[src/rtl/branch_flush_controller.sv]
// rtl/branch_flush_controller.sv - branch redirect / flush / stall sequencer for the F-D-E pipeline
//
// Purpose:
//   Turns the execute-stage branch outcome into a PC redirect and a multi-cycle
//   squash of the F/D and D/E registers. It also interlocks a decode-stage branch
//   behind an execute-stage flag write, and freezes F/D/E while memory is busy.
//   All outputs are Mealy, so a taken branch flushes in its own cycle.
//
// Optional feature:
//   BRANCH_STATS_EN - adds the saturating BranchCountO and FlushCycleCountO counters.
//
// Ports:
//   clk              pipeline clock, rising edge
//   rst              synchronous reset, active-low
//   BranchD          branch instruction present in decode
//   BranchTakenE     branch taken, from the conditional unit
//   FlagWriteE[1:0]  flag-write enables of the instruction in execute
//   MemBusyM         memory stage busy; the whole front pipeline holds
//   StallF/D/E       hold the PC, F/D and D/E registers
//   FlushD/E         clear the F/D and D/E registers
//   PCSelF           1 = next PC is the branch target
//   StateO[1:0]      current FSM state (debug)
//   BranchCountO     (BRANCH_STATS_EN) cycles with PCSelF=1
//   FlushCycleCountO (BRANCH_STATS_EN) branch-caused FlushE cycles

module branch_flush_controller #(
    parameter int FLUSH_CYCLES = 2,
    parameter int CNT_W        = 16
) (
    input  logic             clk,
    input  logic             rst,
    input  logic             BranchD,
    input  logic             BranchTakenE,
    input  logic [1:0]       FlagWriteE,
    input  logic             MemBusyM,
    output logic             StallF,
    output logic             StallD,
    output logic             StallE,
    output logic             FlushD,
    output logic             FlushE,
    output logic             PCSelF,
    output logic [1:0]       StateO
`ifdef BRANCH_STATS_EN
    ,
    output logic [CNT_W-1:0] BranchCountO,
    output logic [CNT_W-1:0] FlushCycleCountO
`endif
);

    localparam int CW = $clog2(FLUSH_CYCLES + 1);
    localparam logic [CW-1:0] CNT_LOAD = CW'(FLUSH_CYCLES - 1);
    localparam logic [CW-1:0] CNT_ONE  = CW'(1);

    localparam logic [1:0] S_RUN     = 2'b00;
    localparam logic [1:0] S_FLUSH   = 2'b01;
    localparam logic [1:0] S_MEMWAIT = 2'b10;

    if (FLUSH_CYCLES < 1 || CNT_W < 1) begin : g_bad_params
        $error("branch_flush_controller: FLUSH_CYCLES and CNT_W must be >= 1");
    end

    logic [1:0]    state;
    logic [1:0]    state_nxt;
    logic [CW-1:0] cnt;
    logic [CW-1:0] cnt_nxt;
    logic          interlock;

    assign interlock = BranchD && (FlagWriteE != 2'b00);
    assign StateO    = state;

    // State register
    always_ff @(posedge clk) begin
        if (!rst) begin
            state <= S_RUN;
            cnt   <= '0;
        end else begin
            state <= state_nxt;
            cnt   <= cnt_nxt;
        end
    end

    // Next-state logic
    always_comb begin
        state_nxt = state;
        cnt_nxt   = cnt;
        case (state)
            S_RUN: begin
                if (MemBusyM) begin
                    // Branch stays latched in the held D/E register and is taken later
                    state_nxt = S_MEMWAIT;
                end else if (BranchTakenE && (FLUSH_CYCLES > 1)) begin
                    cnt_nxt   = CNT_LOAD;
                    state_nxt = S_FLUSH;
                end
            end
            S_FLUSH: begin
                if (!MemBusyM) begin
                    // cnt is the number of flush cycles still owed, this one included
                    if (cnt <= CNT_ONE) begin
                        state_nxt = S_RUN;
                    end else begin
                        cnt_nxt = cnt - CNT_ONE;
                    end
                end
            end
            S_MEMWAIT: begin
                if (!MemBusyM) begin
                    state_nxt = S_RUN;
                end
            end
            default: state_nxt = S_RUN;
        endcase
    end

    // Output logic
`ifdef BRANCH_STATS_EN
    logic branch_flush;
`endif

    always_comb begin
        StallF = 1'b0;
        StallD = 1'b0;
        StallE = 1'b0;
        FlushD = 1'b0;
        FlushE = 1'b0;
        PCSelF = 1'b0;
`ifdef BRANCH_STATS_EN
        branch_flush = 1'b0;
`endif
        if (!rst) begin
            FlushD = 1'b1;
            FlushE = 1'b1;
        end else begin
            case (state)
                S_RUN: begin
                    if (MemBusyM) begin
                        StallF = 1'b1;
                        StallD = 1'b1;
                        StallE = 1'b1;
                    end else if (BranchTakenE) begin
                        PCSelF = 1'b1;
                        FlushD = 1'b1;
                        FlushE = 1'b1;
`ifdef BRANCH_STATS_EN
                        branch_flush = 1'b1;
`endif
                    end else if (interlock) begin
                        // Hold the branch in D and send a bubble into E
                        StallF = 1'b1;
                        StallD = 1'b1;
                        FlushE = 1'b1;
                    end
                end
                S_FLUSH: begin
                    if (MemBusyM) begin
                        StallF = 1'b1;
                        StallD = 1'b1;
                        StallE = 1'b1;
                    end else begin
                        FlushD = 1'b1;
                        FlushE = 1'b1;
`ifdef BRANCH_STATS_EN
                        branch_flush = 1'b1;
`endif
                    end
                end
                S_MEMWAIT: begin
                    if (MemBusyM) begin
                        StallF = 1'b1;
                        StallD = 1'b1;
                        StallE = 1'b1;
                    end
                end
                default: ;
            endcase
        end
    end

`ifdef BRANCH_STATS_EN
    always_ff @(posedge clk) begin
        if (!rst) begin
            BranchCountO     <= '0;
            FlushCycleCountO <= '0;
        end else begin
            if (PCSelF && (BranchCountO != '1)) begin
                BranchCountO <= BranchCountO + CNT_W'(1);
            end
            if (branch_flush && (FlushCycleCountO != '1)) begin
                FlushCycleCountO <= FlushCycleCountO + CNT_W'(1);
            end
        end
    end
`endif

endmodule

[config.mk]
export PLATFORM = sky130hd
export DESIGN_NAME = branch_flush_controller
export DESIGN_NICKNAME = d
export VERILOG_FILES = /design/src/rtl/branch_flush_controller.sv
export SDC_FILE = /design/constraint.sdc
export NUM_CORES = 1
export LEC_CHECK = 0
export BUFFER_PORTS_ARGS = -buffer_cell sky130_fd_sc_hd__buf_4
export CAP_MARGIN = 20
export CORE_MARGIN = 4
export CORE_UTILIZATION = 30
export CTS_BUF_LIST = sky130_fd_sc_hd__clkbuf_4
export CTS_CLUSTER_DIAMETER = 200
export DETAILED_ROUTE_END_ITERATION = 10
export GPL_TIMING_DRIVEN = 0
export PLACE_DENSITY = 0.61
export SYNTH_ARGS = -nofsm -noshare
export SYNTH_HDL_FRONTEND = slang
export SYNTH_SLANG_ARGS = --single-unit
[constraint.sdc]
create_clock -name clk -period 2.3 [get_ports clk]
set_input_delay 0.23 -clock clk [delete_from_list [all_inputs] [get_ports clk]]
set_output_delay 0.23 -clock clk [all_outputs]
set_load 0.005 [all_outputs]
# [Word-level counts from Yosys, hierarchy flattened]
# Index checks and enable logic that the tools add are counted.
[word_totals] rom_bits=0 latch_bits=0 n_memories=0 ram_bits=0 output_inout_bits=8 register_bits=4 inputBits=7
[classes] muxes=29 n_div=0 bitwise=0 n_reduce_logical=8 n_shift=0 n_eq_ne=9 n_lt_le_gt_ge=1 multipliers=0 n_addsub=1
[ops] operator="1-bit 2-to-1 mux" count=16
[ops] operator="2-bit 2-to-1 mux" count=8
[ops] operator="2-bit inequality test, second input constant" count=6
[ops] operator="1-bit case mux with 2 select lines" count=3
[ops] operator="2-bit case mux with 3 select lines" count=1
[ops] operator="5-bit AND reduction" count=1
[ops] operator="2-bit case mux with 2 select lines" count=1
[ops] operator="4-bit AND reduction" count=1
[ops] operator="2-bit nonzero test" count=2
[ops] operator="3-bit inequality test, second input constant" count=1
[ops] operator="3-bit OR reduction" count=1
[ops] operator="2-bit by 1-bit equality test with 1-bit output, second input constant" count=1
[ops] operator="2-bit equality test, second input constant" count=1
[ops] operator="2-bit by 1-bit less-or-equal comparator with 1-bit output, second input constant" count=1
[ops] operator="2-bit logical NOT" count=1
[ops] operator="2-bit OR reduction" count=1
[ops] operator="2-bit by 1-bit subtractor with 2-bit output, second input constant" count=1
[ops] operator="1-bit logical AND" count=1

# [Logic depth before layout (Yosys ltp)]
# Gate-level depths: netlist (run 1).
[depth] depth_word=7 mapped_depth=6 mapped_depth_nobuf=5

# [Worst setup path before layout (run 1)]
# OpenSTA, ideal clock, no wires.
[synth_timing] kind="register to register" from="reg state[0] (netlist: StateO[0])" to="reg cnt[0]" slack_ps=756 path_stages_with_launch=6 setup_time_ps=116 path_buffers=0 t_required_ps=2184 period_less_slack_ps=1544 arrival_ps=1428 cell_sequence="dfxtp_1 inv_1 ha_1 nor2b_4 or4b_1 o211a_1"
[synth_via] elab_chain_len=3
[synth_lines] item="from (decl)" line_no="62" text="logic [1:0] state;"
[synth_lines] item="from (signal assigned)" line_no="77" text="state <= state_nxt;"
[synth_lines] item="2-bit by 1-bit equality test with 1-bit output or 2-bit logical NOT (tied branches)" line_no="86" text="case (state)"
[synth_lines] item="2-bit inequality test (no source line) or 2-bit nonzero test (tied branches)"
[synth_lines] item="5-bit AND reduction (no source line)"
[synth_lines] item="to (signal assigned)" line_no="78" text="cnt <= cnt_nxt;"
[synth_lines] item="to (decl)" line_no="64" text="logic [CW-1:0] cnt;"
# Several ways; a longest one is shown, not always the timed one.
# A chain may end at the register's enable or synchronous reset.

# [Worst setup path after layout (run 1)]
[layout_timing] from="reg state[1] (netlist: StateO[1])" to="out StallF"
[layout_via] elab_chain_len=4
[layout_lines] item="2-bit equality test or 2-bit by 1-bit equality test with 1-bit output (tied branches)" line_no="134" text="case (state)"
[layout_lines] item="2-bit OR reduction (no source line)"
[layout_lines] item="1-bit case mux with 2 select lines (*)" line_no="134"
[layout_lines] item="1-bit 2-to-1 mux (*)" line_no="130" text="if (!rst) begin"
[layout_lines] item="to (decl)" line_no="36" text="output logic StallF,"
# Mark *: on every way between the ends. The rest lies on a longest branch, timed or not.

==> results of run 1 <==
==> registers in the layout (all words and copies together) (netlist names) <==
| register | count |
|---|---|
| StateO | 2 |
| cnt | 2 |
==> synthesized netlist by cell type <==
cell | number | area [µm²]
dfxtp_1 | 4 | 80.08
buf_2 | 1 | 5.000
nand2_1 | 3 | 11.26
nand2b_1 | 2 | 12.51
a21o_2 | 1 | 8.760
nor3b_1 | 1 | 7.510
o21ai_1 | 1 | 5.000
o32a_1 | 1 | 10.01
o2111ai_1 | 1 | 8.760
ha_1 | 5 | 62.56
a211oi_1 | 1 | 7.510
nor2b_4 | 2 | 27.53
o211a_1 | 2 | 20.02
or4b_1 | 1 | 10.01
o311a_1 | 1 | 10.01
buf_4 | 2 | 15.01
nor2b_1 | 1 | 6.260
a21oi_1 | 3 | 15.01
or2_2 | 1 | 6.260
o31a_1 | 1 | 8.760
o22ai_1 | 1 | 6.260
inv_1 | 6 | 22.52
nor3_1 | 1 | 5.000
nor2_1 | 2 | 7.510
o211ai_1 | 2 | 15.01
o21ai_0 | 2 | 10.01
nand3_1 | 1 | 5.000
==> cell type report <==
| cell class | instances | area share [%] |
|---|---|---|
| Clock buffer | 3 | 4.054 |
| Tap cell | 15 | 3.378 |
| Timing Repair Buffer | 14 | 18.92 |
| Buffer | 3 | 3.604 |
| Sequential cell | 4 | 14.41 |
| Multi-Input combinational cell | 37 | 51.58 |
| Inverter | 6 | 4.054 |
==> worst max-delay path, cell delays in order, from the launching register on <==
cell and delay (ns):
dfxtp_1 0.34, inv_1 0.11, ha_1 0.30, nor2b_4 0.23
o211ai_1 0.10, a21oi_1 0.17, buf_4 0.13, buf_4 0.09
==> layer usage <==
layer,vias to the layer above,GRT usage (%),routed length [µm]
li1,217,-,-
met1,159,12.77,384
met2,12,15.82,405
met3,0,1.992,85
met4,0,5.263,0
met5,-,0,0
==> cell families after synthesis <==
kind of cell | after synthesis
buf+inv | 9
compound gates | 17
simple gates | 15
flops | 4
fa+ha+maj | 5
==> layout by cell type (no fill, tap or decap), types with 2 or more instances in the layout <==
master,Yosys,routed
o21ai_0,2,2
dfxtp_1,4,4
o211a_1,2,2
buf_4,2,16
inv_1,6,6
nand2b_1,2,2
a21oi_1,3,3
clkbuf_4,0,3
ha_1,5,5
nor2_1,2,2
nor2b_4,2,2
nand2_1,3,3
o211ai_1,2,2
==> path summary, 6_finish.rpt <==
check                  from     end  slack [ns]  cells past startpoint
setup reg to reg  StateO[0]  cnt[0]        0.64                      5
setup / recovery  StateO[1]  StallF        0.37                      7
hold reg to reg      cnt[1]  cnt[1]        0.47                      1
hold / removal          rst  cnt[1]        0.31                      2
==> power by group through the flow <==
stage,registers [mW],clock network [mW],logic (mW)
floorplan,0.0817,0,0.0591
global placement,0.0827,0,0.0979
detailed placement,0.0827,0,0.0979
CTS,0.0816,0.0886,0.0984
global route,0.0827,0.0891,0.110
finish,0.0815,0.0827,0.0970
==> per-stage QoR <==
step	utilization [%]	worst slack, ns	hold slack (ns)	power [mW]
2_1_floorplan	-	0.7557	0.3711	0.1408
3_3_place_gp	41.48	0.5948	0.4670	0.1805
3_5_place_dp	41.48	0.5920	0.4650	0.1806
4_1_cts	43.23	0.3409	0.3040	0.2686
5_1_grt	43.23	0.2045	0.3251	0.2822
6_report	43.23	0.3744	0.3118	0.2612
==> results.json, run 1 <==
{
  "setup-tns-final_ns": 0,
  "cts_max_level": 1,
  "core_um2": 1285,
  "clock_latency_ns": 0.23,
  "critPathMaxFanout": 8,
  "p_leak_nw": 0.2799,
  "syn-instance-count": 50,
  "p_switching_mw": 0.07506,
  "grt_start_max_net_pins": 11,
  "fillCellCount": 139,
  "ir_drop_v": 0.0001952,
  "cts_tree": "yes",
  "clock-root-buffer": "clkbuf_4",
  "rsz0062_at_grt": "no",
  "hold_buffers": 0,
  "fin_cells": 82,
  "grt_pass1_wl_um": 1518,
  "swShare_pct": 28.73,
  "synth_top_family_by_area": "compound AO/OA/AOI/OAI gates",
  "status": "finished, final reports clean",
  "layout-drive-gt1-share_pct": 35.82,
  "drtPass1Iterations": 1,
  "layout.nets": 81,
  "via_per_inst": 4.732,
  "hp-class": "in -> reg",
  "syn_area_um2": 409.1,
  "start_util_pct": 31.84,
  "muxShareOfSynthArea_pct": 0,
  "die_x_um": 44.93,
  "track_usage_pct": 10.03,
  "rows": 13,
  "ys_seq_area_share_pct": 19.57,
  "synth_seq_cells": 4,
  "finalCritPeriodShare_pct": 83.72,
  "gp_congestion": 0.7338,
  "clock_sinks": 4,
  "cap_violations": 0,
  "path_clk_slew_ns": 0.03,
  "sequentialPowerShare_pct": 31.2,
  "end_kind": "output pin",
  "numCtsBuffers": 3,
  "relSlewSlack_pct": 83.65,
  "grt_pass1_vias": 371,
  "synthAdderAreaFrac_pct": 15.29,
  "syn-num-nets": 62,
  "clkPwrFrac_pct": 31.7,
  "cp-start-kind": "flop",
  "post_cts_buffers": 0,
  "max_freq_mhz": 519.3,
  "yosys_warnings": 0,
  "wirelength_um": 875,
  "route.detailed.drc": 0,
  "num_vias": 388,
  "synth_xor_area_share_pct": 0,
  "wire_per_inst_um": 10.67,
  "share_comb_of_total_power_pct": 37.1,
  "portBuffers": 14,
  "multi_input_area_um2": 286.5,
  "crit_required_ns": 2.07,
  "p_per_area_nw_per_um2": 470.2,
  "max_slew.worst_pin.slew_ns": 0.2453,
  "syn_to_final_growth_pct": 35.78,
  "finalSetupViolations": 0,
  "avgSynthCellArea_um2": 8.183,
  "fp.dieH_um": 44.93,
  "cell_internal_pwr_mw": 0.1861,
  "final_area_um2": 555.5,
  "antenna_cells": 0,
  "worstSetupPathType": "reg -> out",
  "cts_max_path_buffers": 2,
  "ant_nets": 0,
  "dpl.cell_count": 79,
  "synth-compound-area-share_pct": 30.58,
  "period_minus_slack_ns": 1.926,
  "ys_types": 27,
  "post_cts_resized": 0,
  "yosys.area_share.simple_pct": 24.16,
  "hold_violations": 0,
  "antenna_found_initial": 0,
  "grt_overflow_total": 0,
  "seqCellArea_um2": 80.08,
  "skew_ns": 0.0003513,
  "ioPinCount": 15,
  "placed_cell_area_um2": 533.0,
  "crit_arrival_ns": 1.70,
  "fp.dieArea_um2": 2019,
  "drt-initial-drc-count": 0,
  "slew_violations": 0
}
Note: power is estimated with default switching activity, not from simulation.
==> run 2, diff against run 1 <==
--- a/config.mk
+++ b/config.mk
@@ -5,15 +5,16 @@
 export SDC_FILE = /design/constraint.sdc
 export NUM_CORES = 1
 export LEC_CHECK = 0
+export ABC_AREA = 1
 export BUFFER_PORTS_ARGS = -buffer_cell sky130_fd_sc_hd__buf_4
 export CAP_MARGIN = 20
-export CORE_MARGIN = 4
-export CORE_UTILIZATION = 30
+export CORE_AREA = 4 4 41 43
 export CTS_BUF_LIST = sky130_fd_sc_hd__clkbuf_4
 export CTS_CLUSTER_DIAMETER = 200
 export DETAILED_ROUTE_END_ITERATION = 10
+export DIE_AREA = 0 0 45 47
 export GPL_TIMING_DRIVEN = 0
-export PLACE_DENSITY = 0.61
+export PLACE_DENSITY = 0.62
 export SYNTH_ARGS = -nofsm -noshare
 export SYNTH_HDL_FRONTEND = slang
 export SYNTH_SLANG_ARGS = --single-unit
==> constraint.sdc (replaced) <==
create_clock -name clk -period 1.7 [get_ports clk]
set_input_delay 0.17 -clock clk [delete_from_list [all_inputs] [get_ports clk]]
set_output_delay 0.17 -clock clk [all_outputs]
set_load 0.005 [all_outputs]
==> run 2 against run 1 <==
Effect of this change: clock skew barely moved; combinational power rose to 5.3 times the previous value; register-to-register slack got worse by 0.23 ns; core utilization rose by 1.2 points; count of clock-buffer cells in the layout did not move; non-clock buffer count rose by 2; total power rose to 3.1 times the previous value; critical path depth rose by 1; first-iteration DRC count rose by 4; cell area rose by 4.1%; wire length fell by 0.23%; sequential power rose by 120%; critical endpoint unchanged.
==> results.json, run 2 <==
{
  "status": "finished, final reports clean",
  "cts_max_path_buffers": 2,
  "synthAdderAreaFrac_pct": 16.34,
  "muxShareOfSynthArea_pct": 0,
  "max_slew.worst_pin.slew_ns": 0.2413,
  "core_um2": 1301,
  "hp-class": "in -> reg",
  "clock_latency_ns": 0.23,
  "critPathMaxFanout": 5,
  "die_x_um": 45,
  "rows": 13,
  "p_per_area_nw_per_um2": 1392,
  "start_util_pct": 29.42,
  "pre_cts_ws_ns": 0.1941,
  "layout.nets": 98,
  "ant_nets": 0,
  "cts_max_level": 1,
  "mostFrequentLayoutCells": "buf_4, nand2_1, nor2_1",
  "relSlewSlack_pct": 83.92,
  "yosys_warnings": 0,
  "synth_top_area_share_pct": 20.92,
  "clock-root-buffer": "clkbuf_4",
  "synth-edff-count": 0,
  "top_layer": "met3",
  "crit_arrival_ns": 1.44,
  "syn_to_final_growth_pct": 50.98,
  "wire_per_inst_um": 8.818,
  "synth_top_cell_by_area": "dfxtp_1",
  "route.detailed.drc": 0,
  "grt_pass1_vias": 362,
  "cts_tree": "yes",
  "ys_seq_area_share_pct": 20.92,
  "grt_start_max_net_pins": 8,
  "synth.area.top_cells": "dfxtp_1, nand2_1, ha_1",
  "synthFlopType": "dfxtp_1",
  "gp_congestion": 0.7055,
  "finalCritPeriodShare_pct": 94.45,
  "final_util_pct": 44.42,
  "max_freq_mhz": 622.8,
  "syn_area_um2": 382.9,
  "crit_required_ns": 1.53,
  "timing.rr.end": "cnt[1]",
  "drt-initial-drc-count": 4,
  "cap_violations": 0,
  "antenna_found_initial": 0,
  "wl_met2_um": 393,
  "path_clk_slew_ns": 0.03,
  "setup-tns-final_ns": 0,
  "cp-start-kind": "flop",
  "worstRegToRegCells": 9,
  "critPathTopFamily": "buffers and inverters",
  "cp.depth": 8,
  "ys_types": 14,
  "critPathLaunch": "StateO[0]",
  "grt_pass1_wl_um": 1359,
  "fillCellCount": 150,
  "fp.dieH_um": 47,
  "grt_overflow_total": 0,
  "met3_length_um": 69,
  "yosys.area_share.simple_pct": 41.18,
  "ff2ff_setup_slack_ns": 0.41,
  "crit_path_frequent_cell": "buf_4",
  "crit_chain": "inv_2 -> ha_4 -> inv_1 -> nor2_2 -> nand2_1 -> a21oi_2 -> buf_4 -> buf_4",
  "synth_top_family_by_area": "simple AND/OR/NAND/NOR gates",
  "numCtsBuffers": 3,
  "endpoint": "StallF",
  "synth-compound-area-share_pct": 9.804,
  "via_per_inst": 4.374,
  "slew_violations": 0,
  "ys_top_cells_by_count": "nand2_1, nor2_1, inv_1, ha_1",
  "critPathSlowestCell": "dfxtp_2",
  "synth_xor_area_share_pct": 0,
  "ioPinCount": 15,
  "portBuffers": 14,
  "layout-drive-gt1-share_pct": 38.10,
  "drtPass1Iterations": 4,
  "critPathBufInv": 4,
  "antenna_cells": 0,
  "track_usage_pct": 8.926,
  "mostFrequentLayoutCell": "buf_4",
  "m1WireLength_um": 409,
  "fp.dieArea_um2": 2115,
  "ir_drop_v": 0.0006082,
  "worstSetupPathType": "reg -> out",
  "syn-num-nets": 75,
  "wirelength_um": 873,
  "r2r_start": "StateO[0]",
  "clock_sinks": 4,
  "post-synth-top-count-cell": "nand2_1",
  "end_kind": "output pin",
  "avgSynthCellArea_um2": 6.077,
  "skew_ns": 0.0006775,
  "async_flop_share_pct": 0,
  "power.total_mw": 0.8049,
  "p_leak_nw": 0.3122,
  "hold_violations": 0,
  "slowest_delay_ns": 0.33,
  "dp_hpwl_um": 674.9,
  "fin_ws_ns": 0.09427,
  "synth_seq_cells": 4,
  "syn-instance-count": 63,
  "num_vias": 433,
  "period_minus_slack_ns": 1.606,
  "finalSetupViolations": 0
}
-- run 2: cell count changes in the layout (fill, tap and decap cells not counted), sizes merged, moves of 2 or more --
cell | before | now
o211a | 2 | 0
nand2 | 3 | 18
nand3 | 1 | 4
nor2 | 2 | 13
o211ai | 2 | 0
inv | 6 | 10
buf | 17 | 19
nor2b | 3 | 0
nand2b | 2 | 0
-- run 2: how the worst min path moves through the flow --
stage	depth (start not counted)	endpoint	slack (ns)	start
after global routing	3	StateO[0]	0.20	rst
after global placement	3	StateO[0]	0.44	rst
after floorplan	2	StateO[1]	0.29	rst
final	3	StateO[0]	0.20	rst
after CTS	3	StateO[0]	0.20	rst
after detailed placement	3	cnt[1]	0.45	rst
-- run 2: layer usage --
metal,vias up,track usage (%)
met1,186,10.23
met4,0,7.018
met3,0,3.065
met5,-,0
li1,236,-
met2,11,13.56
-- run 2: through the flow --
step                      area (µm²)  hold slack, ns  cells
after CTS                      545.5          0.1983     95
final                          578.1          0.2048     99
after global placement         506.7          0.4445     92
after global routing           578.1          0.2044     99
after floorplan                382.9          0.2905     63
after detailed placement       506.7          0.4477     92
-- run 2: kinds of logic after synthesis --
logic type / Yosys count
AND/OR/NAND/NOR: 36
buffers and inverters: 11
AO/OA/AOI/OAI: 7
adder cells (fa/ha/maj): 5
flip-flops: 4
-- run 2: tightest hold or removal path: cells and delay by family --
family                 cells  cell delay [ns]
AND/OR/NAND/NOR            2             0.09
buffers and inverters      1             0.13
-- run 2: what timing repair did --
action                                  in CTS  in global routing
gates resized for setup                      4                  4
endpoints found under the setup margin       1                  5
endpoints found under the hold margin        0                  0
hold buffers                                 0                  0
pin swaps                                    0                  2
setup buffers                                0                  4
cloned                                       0                  0
-- run 2: area by class of cell --
type,instances,area (µm²),share of cell area [%]
plain buffers,1,7.507,1.299
clock buffers,3,22.52,3.896
inverters,10,37.54,6.494
multi-input cells,48,274.0,47.40
flip-flops and latches,4,82.58,14.29
well taps,15,18.77,3.247
repair buffers,18,135.1,23.38
-- run 2: power by group --
group / switching, mW / internal (mW)
clock: 0.0338 / 0.0786
combinational: 0.261 / 0.254
sequential: 0.0384 / 0.139
total: 0.333 / 0.472
